[config.mk]
export PLATFORM = sky130hd
export DESIGN_NAME = seq_detect_mealy
export DESIGN_NICKNAME = d
export VERILOG_FILES = /design/src/rtl/seq_detect_pkg.sv /design/src/rtl/sat_counter.sv /design/src/rtl/seq_detect_mealy.sv
export SDC_FILE = /design/constraint.sdc
export NUM_CORES = 1
export LEC_CHECK = 0
export ABC_AREA = 1
export CORE_MARGIN = 8
export CORE_UTILIZATION = 35
export DETAILED_ROUTE_END_ITERATION = 8
export HOLD_SLACK_MARGIN = 0.15
export SLEW_MARGIN = 20
export SYNTH_ARGS = -nofsm -noshare
export SYNTH_HDL_FRONTEND = slang
export SYNTH_SLANG_ARGS = --single-unit
[constraint.sdc]
create_clock -name clk -period 4.14 [get_ports clk]
set_clock_uncertainty 0.1 [all_clocks]
set_input_delay 1.035 -clock clk [delete_from_list [all_inputs] [get_ports clk]]
set_output_delay 1.035 -clock clk [all_outputs]
set_load 0.02 [all_outputs]
[src/rtl/seq_detect_pkg.sv]
// -----------------------------------------------------------------------------
// seq_detect_pkg
// Shared definitions for the serial sequence detector:
//   state_t     - FSM state encoding (IDLE=00, LOAD=01, RUN=10), also the value
//                 driven on the detector's 2-bit state output.
//   PAT_W_MIN/  - legal range for the pattern length parameter.
//   PAT_W_MAX
//   pat_w_legal - helper for range checks on a candidate pattern length.
// -----------------------------------------------------------------------------
package seq_detect_pkg;

  typedef enum logic [1:0] {
    ST_IDLE = 2'b00,
    ST_LOAD = 2'b01,
    ST_RUN  = 2'b10
  } state_t;

  localparam int PAT_W_MIN = 2;
  localparam int PAT_W_MAX = 8;

  function automatic bit pat_w_legal(input int w);
    return (w >= PAT_W_MIN) && (w <= PAT_W_MAX);
  endfunction

endpackage

[src/rtl/sat_counter.sv]
// -----------------------------------------------------------------------------
// sat_counter
// Up-counter that sticks at all-ones instead of wrapping.
// Ports:
//   clk   - clock
//   rst_n - synchronous active-low reset, clears the count
//   clr   - synchronous clear (wins over inc)
//   inc   - count up by one when not already saturated
//   cnt   - current count (WIDTH bits)
// -----------------------------------------------------------------------------
module sat_counter #(
  parameter int WIDTH = 8
) (
  input  logic             clk,
  input  logic             rst_n,
  input  logic             clr,
  input  logic             inc,
  output logic [WIDTH-1:0] cnt
);

  logic [WIDTH-1:0] cnt_reg;
  logic [WIDTH-1:0] cnt_next;

  always_comb begin
    cnt_next = cnt_reg;
    if (clr) begin
      cnt_next = '0;
    end else if (inc && (cnt_reg != '1)) begin
      cnt_next = cnt_reg + WIDTH'(1);
    end
  end

  always_ff @(posedge clk) begin
    if (!rst_n) begin
      cnt_reg <= '0;
    end else begin
      cnt_reg <= cnt_next;
    end
  end

  assign cnt = cnt_reg;

endmodule

[src/rtl/seq_detect_mealy.sv]
// -----------------------------------------------------------------------------
// seq_detect_mealy
// Run-time loadable serial pattern detector (Mealy). A PAT_W-bit pattern is
// shifted in MSB first while in LOAD, then the qualified input stream is
// compared against it in RUN. Overlapping or non-overlapping detection is
// chosen cycle by cycle with the overlap input. Matches since the last load
// are counted in a saturating counter.
//
// Parameters:
//   PAT_W - pattern length in bits (2..8)
//   CNT_W - width of the saturating match counter
//
// Ports:
//   clk        - clock
//   rst_n      - synchronous active-low reset
//   load_start - pulse: go to LOAD, clear history, fill, load count, counter
//   load_valid - qualifies load_bit while in LOAD
//   load_bit   - pattern bit, MSB first
//   in_valid   - qualifies in_bit while in RUN
//   in_bit     - serial data bit
//   overlap    - 1 = overlapping detection, 0 = non-overlapping
//   match      - match strobe, same cycle as the final pattern bit
//   match_cnt  - saturating match count since the last load
//   state      - IDLE=00, LOAD=01, RUN=10
//   pattern_q  - loaded pattern readback
//
// Build option:
//   SEQ_MATCH_REG_EN - when defined, match is registered: it asserts one cycle
//                      after the final bit and is glitch-free. match_cnt timing
//                      does not change.
// -----------------------------------------------------------------------------
module seq_detect_mealy
  import seq_detect_pkg::*;
#(
  parameter int PAT_W = 4,
  parameter int CNT_W = 8
) (
  input  logic             clk,
  input  logic             rst_n,
  input  logic             load_start,
  input  logic             load_valid,
  input  logic             load_bit,
  input  logic             in_valid,
  input  logic             in_bit,
  input  logic             overlap,
  output logic             match,
  output logic [CNT_W-1:0] match_cnt,
  output logic [1:0]       state,
  output logic [PAT_W-1:0] pattern_q
);

  // fill and load_cnt both range 0..PAT_W-1
  localparam int              CW       = $clog2(PAT_W);
  localparam logic [CW-1:0]   FILL_MAX = CW'(PAT_W - 1);

  state_t           state_reg,    state_next;
  logic [PAT_W-1:0] pattern_reg,  pattern_next;
  logic [PAT_W-2:0] hist_reg,     hist_next;
  logic [CW-1:0]    fill_reg,     fill_next;
  logic [CW-1:0]    load_cnt_reg, load_cnt_next;

  logic [PAT_W-1:0] window;
  logic             match_raw;

  // Most recent PAT_W-1 history bits with the current bit appended; its low
  // PAT_W-1 bits are also the next history value (covers PAT_W=2 as well).
  assign window = {hist_reg, in_bit};

  // fill==PAT_W-1 guarantees every window bit arrived since the last clear,
  // so stale or reset history can never produce a match.
  assign match_raw = (state_reg == ST_RUN) & in_valid & ~load_start &
                     (fill_reg == FILL_MAX) & (window == pattern_reg);

  always_comb begin
    state_next    = state_reg;
    pattern_next  = pattern_reg;
    hist_next     = hist_reg;
    fill_next     = fill_reg;
    load_cnt_next = load_cnt_reg;

    if (load_start) begin
      // Restart from any state; the old pattern stays visible until new
      // bits overwrite it.
      state_next    = ST_LOAD;
      hist_next     = '0;
      fill_next     = '0;
      load_cnt_next = '0;
    end else begin
      case (state_reg)
        ST_IDLE: begin
        end
        ST_LOAD: begin
          if (load_valid) begin
            pattern_next = {pattern_reg[PAT_W-2:0], load_bit};
            if (load_cnt_reg == FILL_MAX) begin
              load_cnt_next = '0;
              state_next    = ST_RUN;
            end else begin
              load_cnt_next = load_cnt_reg + CW'(1);
            end
          end
        end
        ST_RUN: begin
          if (in_valid) begin
            hist_next = window[PAT_W-2:0];
            if (match_raw && !overlap) begin
              // Non-overlapping: the next match needs PAT_W fresh bits.
              fill_next = '0;
            end else if (fill_reg != FILL_MAX) begin
              fill_next = fill_reg + CW'(1);
            end
          end
        end
        default: begin
          state_next = ST_IDLE;
        end
      endcase
    end
  end

  always_ff @(posedge clk) begin
    if (!rst_n) begin
      state_reg    <= ST_IDLE;
      pattern_reg  <= '0;
      hist_reg     <= '0;
      fill_reg     <= '0;
      load_cnt_reg <= '0;
    end else begin
      state_reg    <= state_next;
      pattern_reg  <= pattern_next;
      hist_reg     <= hist_next;
      fill_reg     <= fill_next;
      load_cnt_reg <= load_cnt_next;
    end
  end

  // Counter follows the raw match so its timing is the same in both builds.
  sat_counter #(
    .WIDTH (CNT_W)
  ) u_match_cnt (
    .clk   (clk),
    .rst_n (rst_n),
    .clr   (load_start),
    .inc   (match_raw),
    .cnt   (match_cnt)
  );

`ifdef SEQ_MATCH_REG_EN
  logic match_reg;

  always_ff @(posedge clk) begin
    if (!rst_n) begin
      match_reg <= 1'b0;
    end else begin
      match_reg <= match_raw;
    end
  end

  assign match = match_reg;
`else
  assign match = match_raw;
`endif

  assign state     = state_reg;
  assign pattern_q = pattern_reg;

endmodule

After elaboration in Yosys (flattened, before gate mapping)

Cells that the tools add are included.

Output and inout port bits: 15
Logic and storage cells: 49
Memories: 0
Bits in registers: 21
Bits in latches: 0
Memory bits (writable): 0
Bits in read-only memories: 0
Input bits: 8

Shift-type cells: 0
$add $sub $neg: 3
Multiply operators: 0
Divide/modulo/power cells: 0
Eq/ne operators: 12
Magnitude comparators: 0
Reductions and logical operators: 13
Multiplexer cells: 7
Bitwise operators: 7

Operators with widths:

| cell                                          | count |
|---|---|
| AND reduction 3 bit                           | 4 |
| 2-to-1 mux 2 bit                              | 5 |
| adder 8 x 1 -> 8 bit, second input constant   | 1 |
| != test 8 bit, second input constant          | 1 |
| == test 2 bit, second input constant          | 3 |
| != test 2 bit, second input constant          | 3 |
| != test 3 bit, second input constant          | 2 |
| adder 2 x 1 -> 2 bit, second input constant   | 2 |
| AND 1 bit                                     | 4 |
| == test 4 bit                                 | 1 |
| case mux 2 bit (2 select lines)               | 1 |
| AND reduction 2 bit                           | 2 |
| OR reduction 2 bit                            | 2 |
| inverter 1 bit                                | 3 |
| == test 2 x 1 -> 1 bit, second input constant | 1 |
| logical AND 1 bit                             | 2 |
| logical NOT 2 bit                             | 1 |
| != test 2 x 1 -> 1 bit, second input constant | 1 |
| nonzero test 2 bit                            | 1 |
| logical NOT 1 bit                             | 1 |
| 2-to-1 mux 1 bit                              | 1 |

Longest topological paths before layout

Word-level depth: 8
Mapped depth: 10

Cells and area by module

From an unflattened synthesis, not the netlist that was laid out.

Cells, all modules: 174
Area, all modules: 1174.9 sq um

Modules (own cells, without submodules):

| module           | seq. area each (sq um) | cells each | area each (sq um) | instances |
|---|---|---|---|---|
| seq_detect_mealy | 260.2                  | 102        | 711.9             | 1 |
| sat_counter      | 160.2                  | 72         | 462.9             | 1 |

Least setup slack after synthesis

OpenSTA, ideal clock, no wires.

Path kind: input -> output
Start: in in_bit
End: out match
Data arrival time: 1.587 ns
Stages on the path: 6
Data required time: 3.005 ns
Slack: 1.418 ns
Cells stage by stage: inv_1 -> nand2_1 -> nand3_1 -> nor2_1 -> and2_1 -> buf_6

Cells in the longest elaborated chain, start to end: 2

RTL lines:

| what               | line                   | text |
|---|---|---|
| start: declaration | seq_detect_mealy.sv:44 | `input logic in_bit,` |
| == test 4 bit      | seq_detect_mealy.sv:72 | `(fill_reg == FILL_MAX) & (window == pattern_reg);` |
| AND 1 bit          | seq_detect_mealy.sv:72 |  |
| end: declaration   | seq_detect_mealy.sv:46 | `output logic match,` |

Every way passes these cells.

Worst setup path after layout

Start: in in_valid
End: out match

Cells in the longest elaborated chain, start to end: 4

RTL lines:

| what                   | line                   | text |
|---|---|---|
| start: declaration     | seq_detect_mealy.sv:43 | `input logic in_valid,` |
| AND 1 bit (3 in a row) | seq_detect_mealy.sv:71 | `assign match_raw = (state_reg == ST_RUN) & in_valid & ~load_start &` |
| AND 1 bit              | seq_detect_mealy.sv:72 |  |

Every way passes these cells.

==> key figures <==
Synth
  – Seq/Total Area, Yosys: 0.388
  – Cell variety after synth: 21
  – Syn Area/Cell: 7.43 µm²
  – Synth Instances: 146
  – Fraction of registers with async set/reset: 0
  – Syn Nets: 157
  – Leading post-synthesis cells by cell area: dfxtp_1, nand2_1, nand3_1
  – Synth top cells by count: nand2_1, dfxtp_1, nand3_1
  – Number of synthesized register bits: 21
  – Most numerous cell in the Yosys netlist: nand2_1
  – Yosys top cell area share: 0.388
  – Synth area leader: dfxtp_1
  – Ys Warns: 0
  – Dominant synthesized flop cell: dfxtp_1
  – Post-synth EDFFs: 0
  – Synth Cell Area: 1080 µm²

Power and ir drop
  – Worst VDD drop: 0.113 mV
  – Switching Power: 83.7 µW
  – P_leak: 0.502 nW
  – Clock power frac: 0.300
  – Net switching fraction of the power: 0.248
  – Combinational cell fraction of total power: 0.087
  – Tot Pwr: 338 µW
  – Int Pwr: 254 µW
  – Share of power burned in registers: 0.613
  – Pwr Density: 249 nW/µm²

Critical path
  – CP Capture Type: output pin
  – Setup crit start: in_valid
  – Worst r2r path cells: 6
  – Slowest stage delay, CP: 0.62 ns
  – Crit path required time: 3.00 ns
  – Critical path start-end classification: input port to output pin
  – R2R Setup Slk: 2.47 ns
  – RR Endpoint: u_match_cnt.cnt[1]
  – Worst Path Buf+Inv: 3
  – WP data arrival: 2.63 ns
  – Slowest cell on crit path: clkdlybuf4s50_1
  – Critical path, cell by cell: clkdlybuf4s50_1 -> inv_2 -> nor2_2 -> nand2_1 -> nor2_1 -> and2_1 -> clkdlybuf4s50_1
  – Reg2reg start: u_match_cnt.cnt[0]
  – Startpoint types: input port
  – Most frequent cell on the critical path: clkdlybuf4s50_1
  – CP Max Fanout: 2
  – CP top delay family: buffers and inverters

Detailed routing
  – Initial DRT Pass Iterations: 4
  – Met3 routed wirelength: 139 µm
  – Met2 routed WL: 966 µm
  – Routed WL: 2.24 mm
  – Top sig layer: met4
  – DRT iter0 DRCs: 31
  – Post-route ant nets: 0
  – M1 wire length: 1.11 mm
  – Via Count: 953
  – DRC: 0
  – Wire length per cell: 11.0 µm
  – Vias per inst: 4.69

Hold path
  – Hold path cells: 2
  – Hold endpoint: load_cnt_reg[1]
  – Hold Startpoint: load_cnt_reg[1]
  – Worst Hold Class: flop to flop

GRT
  – Largest net degree at the start of global routing: 13
  – First-pass GRT wire length: 3.82 mm
  – Initial antenna violation count: 0
  – Total track usage: 0.0906
  – Congestion Overflow GR: 0
  – Vias in the first global route: 860

Timing
  – Worst-Margin Slew: 0.499 ns
  – RSZ-0062 raised after global routing: false
  – Max Slew Vio Count: 0
  – Hold Slack: 0.377 ns
  – Final Cycle Share: 0.910
  – Slew Limit Headroom: 0.667
  – Max Clk Rate: 0.265 GHz
  – Post-route setup TNS: 0 ns
  – Final setup violation count: 0
  – Tmin final: 3.77 ns
  – Fin. Hold Viols: 0

Place
  – HPWL after DPL: 1.69 mm
  – DP Area: 1330 µm²
  – Port Buffer Count: 22
  – Placer Congestion: 0.786

Clock network
  – CTS root buf: clkbuf_4
  – TritonCTS buffer count: 3
  – Htree depth: 1
  – # clock sinks: 21
  – Clock Tree Buf Depth: 2
  – Setup bufs post-CTS: 0
  – CTS Hold Bufs: 0
  – Clock slew seen by the registers of the worst setup and hold paths: 0.13 ns
  – TritonCTS clock tree: built
  – Post_cts resized: 0
  – Worst-Skew Late Latency: 0.30 ns

Finish
  – Sequential cell area: 420 µm²
  – Fin util: 0.452
  – # fillers: 320
  – Synth-to-layout area growth: 25.0%
  – Final #Nets: 182
  – Layout cells sized above 1: 0.124
  – Max reg flops: 8
  – Final Cell Area: 1360 µm²
  – Multi-input logic area: 561 µm²
  – Ant diodes: 0

Run
  – Max Cap Viol: 0

Floorplanning
  – IO Pins: 23
  – Initial Utilization: 0.361
  – Die area: 5140 µm²
  – Core area: 3000 µm²
  – DIE WIDTH: 71.7 µm
  – # rows: 20
  – Die height: 71.7 µm

Outcome
  – Status: finished, final reports clean
==> metrics by stage <==
step | std cells | setup WS, ns
2_1_floorplan | 146 | 1.42
3_5_place_dp | 199 | 0.369
3_3_place_gp | 199 | 0.361
4_1_cts | 203 | 0.355
6_report | 203 | 0.372
5_1_grt | 203 | 0.273
==> metal layers <==
metal,GRT usage,vias up
met3,0.0335,2
met1,0.115,415
met2,0.135,13
li1,-,523
met4,0.0340,0
met5,0,-
==> layout by cell type, fill, tap and decap left out <==
cell type	instances
nor3_1	1
nor2_2	2
or2_1	1
a21oi_1	12
buf_4	2
a21oi_2	8
nand3_1	16
inv_2	4
and2_1	1
nand2_8	1
nand4_1	2
clkbuf_4	3
nand3b_1	1
dfxtp_1	21
nand2_1	29
ha_1	3
xor2_1	2
inv_1	15
xnor2_1	4
clkinv_2	1
nor2_1	11
o21ai_0	8
clkdlybuf4s50_1	22
==> tightest hold or removal path, cell delays in order, from the launching register on <==
cell and delay, ns:
dfxtp_1 0.34, nand2_1 0.06, a21oi_1 0.05
==> cells by family after synthesis <==
family,count (synthesis),synth area share
simple gates,65,0.277
compound gates,28,0.157
buf+inv,23,0.0957
flops,21,0.388
xor+xnor,6,0.0484
fa+ha+maj,3,0.0346
==> final cells by class <==
type                            instances  share of cell area
Clock inverter                          1             0.00369
Sequential cell                        21               0.310
Timing Repair Buffer                   24               0.173
Clock buffer                            3              0.0166
Tap cell                               33              0.0304
Inverter                               19              0.0526
Multi-Input combinational cell        102               0.413
==> worst max path at each step <==
| stage | endpoint | slack, ns | depth (start not counted) |
|---|---|---|---|
| floorplan | match | 1.42 | 6 |
| global placement | match | 0.36 | 7 |
| detailed placement | match | 0.37 | 7 |
| CTS | match | 0.36 | 7 |
| global route | match | 0.27 | 7 |
| finish | match | 0.37 | 7 |
==> power groups by stage <==
stage	combinational (mW)	clock (mW)	sequential (mW)
after floorplan	0.0117	0	0.214
after global placement	0.0295	0	0.212
after detailed placement	0.0297	0	0.212
after CTS	0.0298	0.104	0.207
after global routing	0.0329	0.116	0.208
final	0.0294	0.101	0.207
Note: power is estimated with default switching activity, not from simulation.
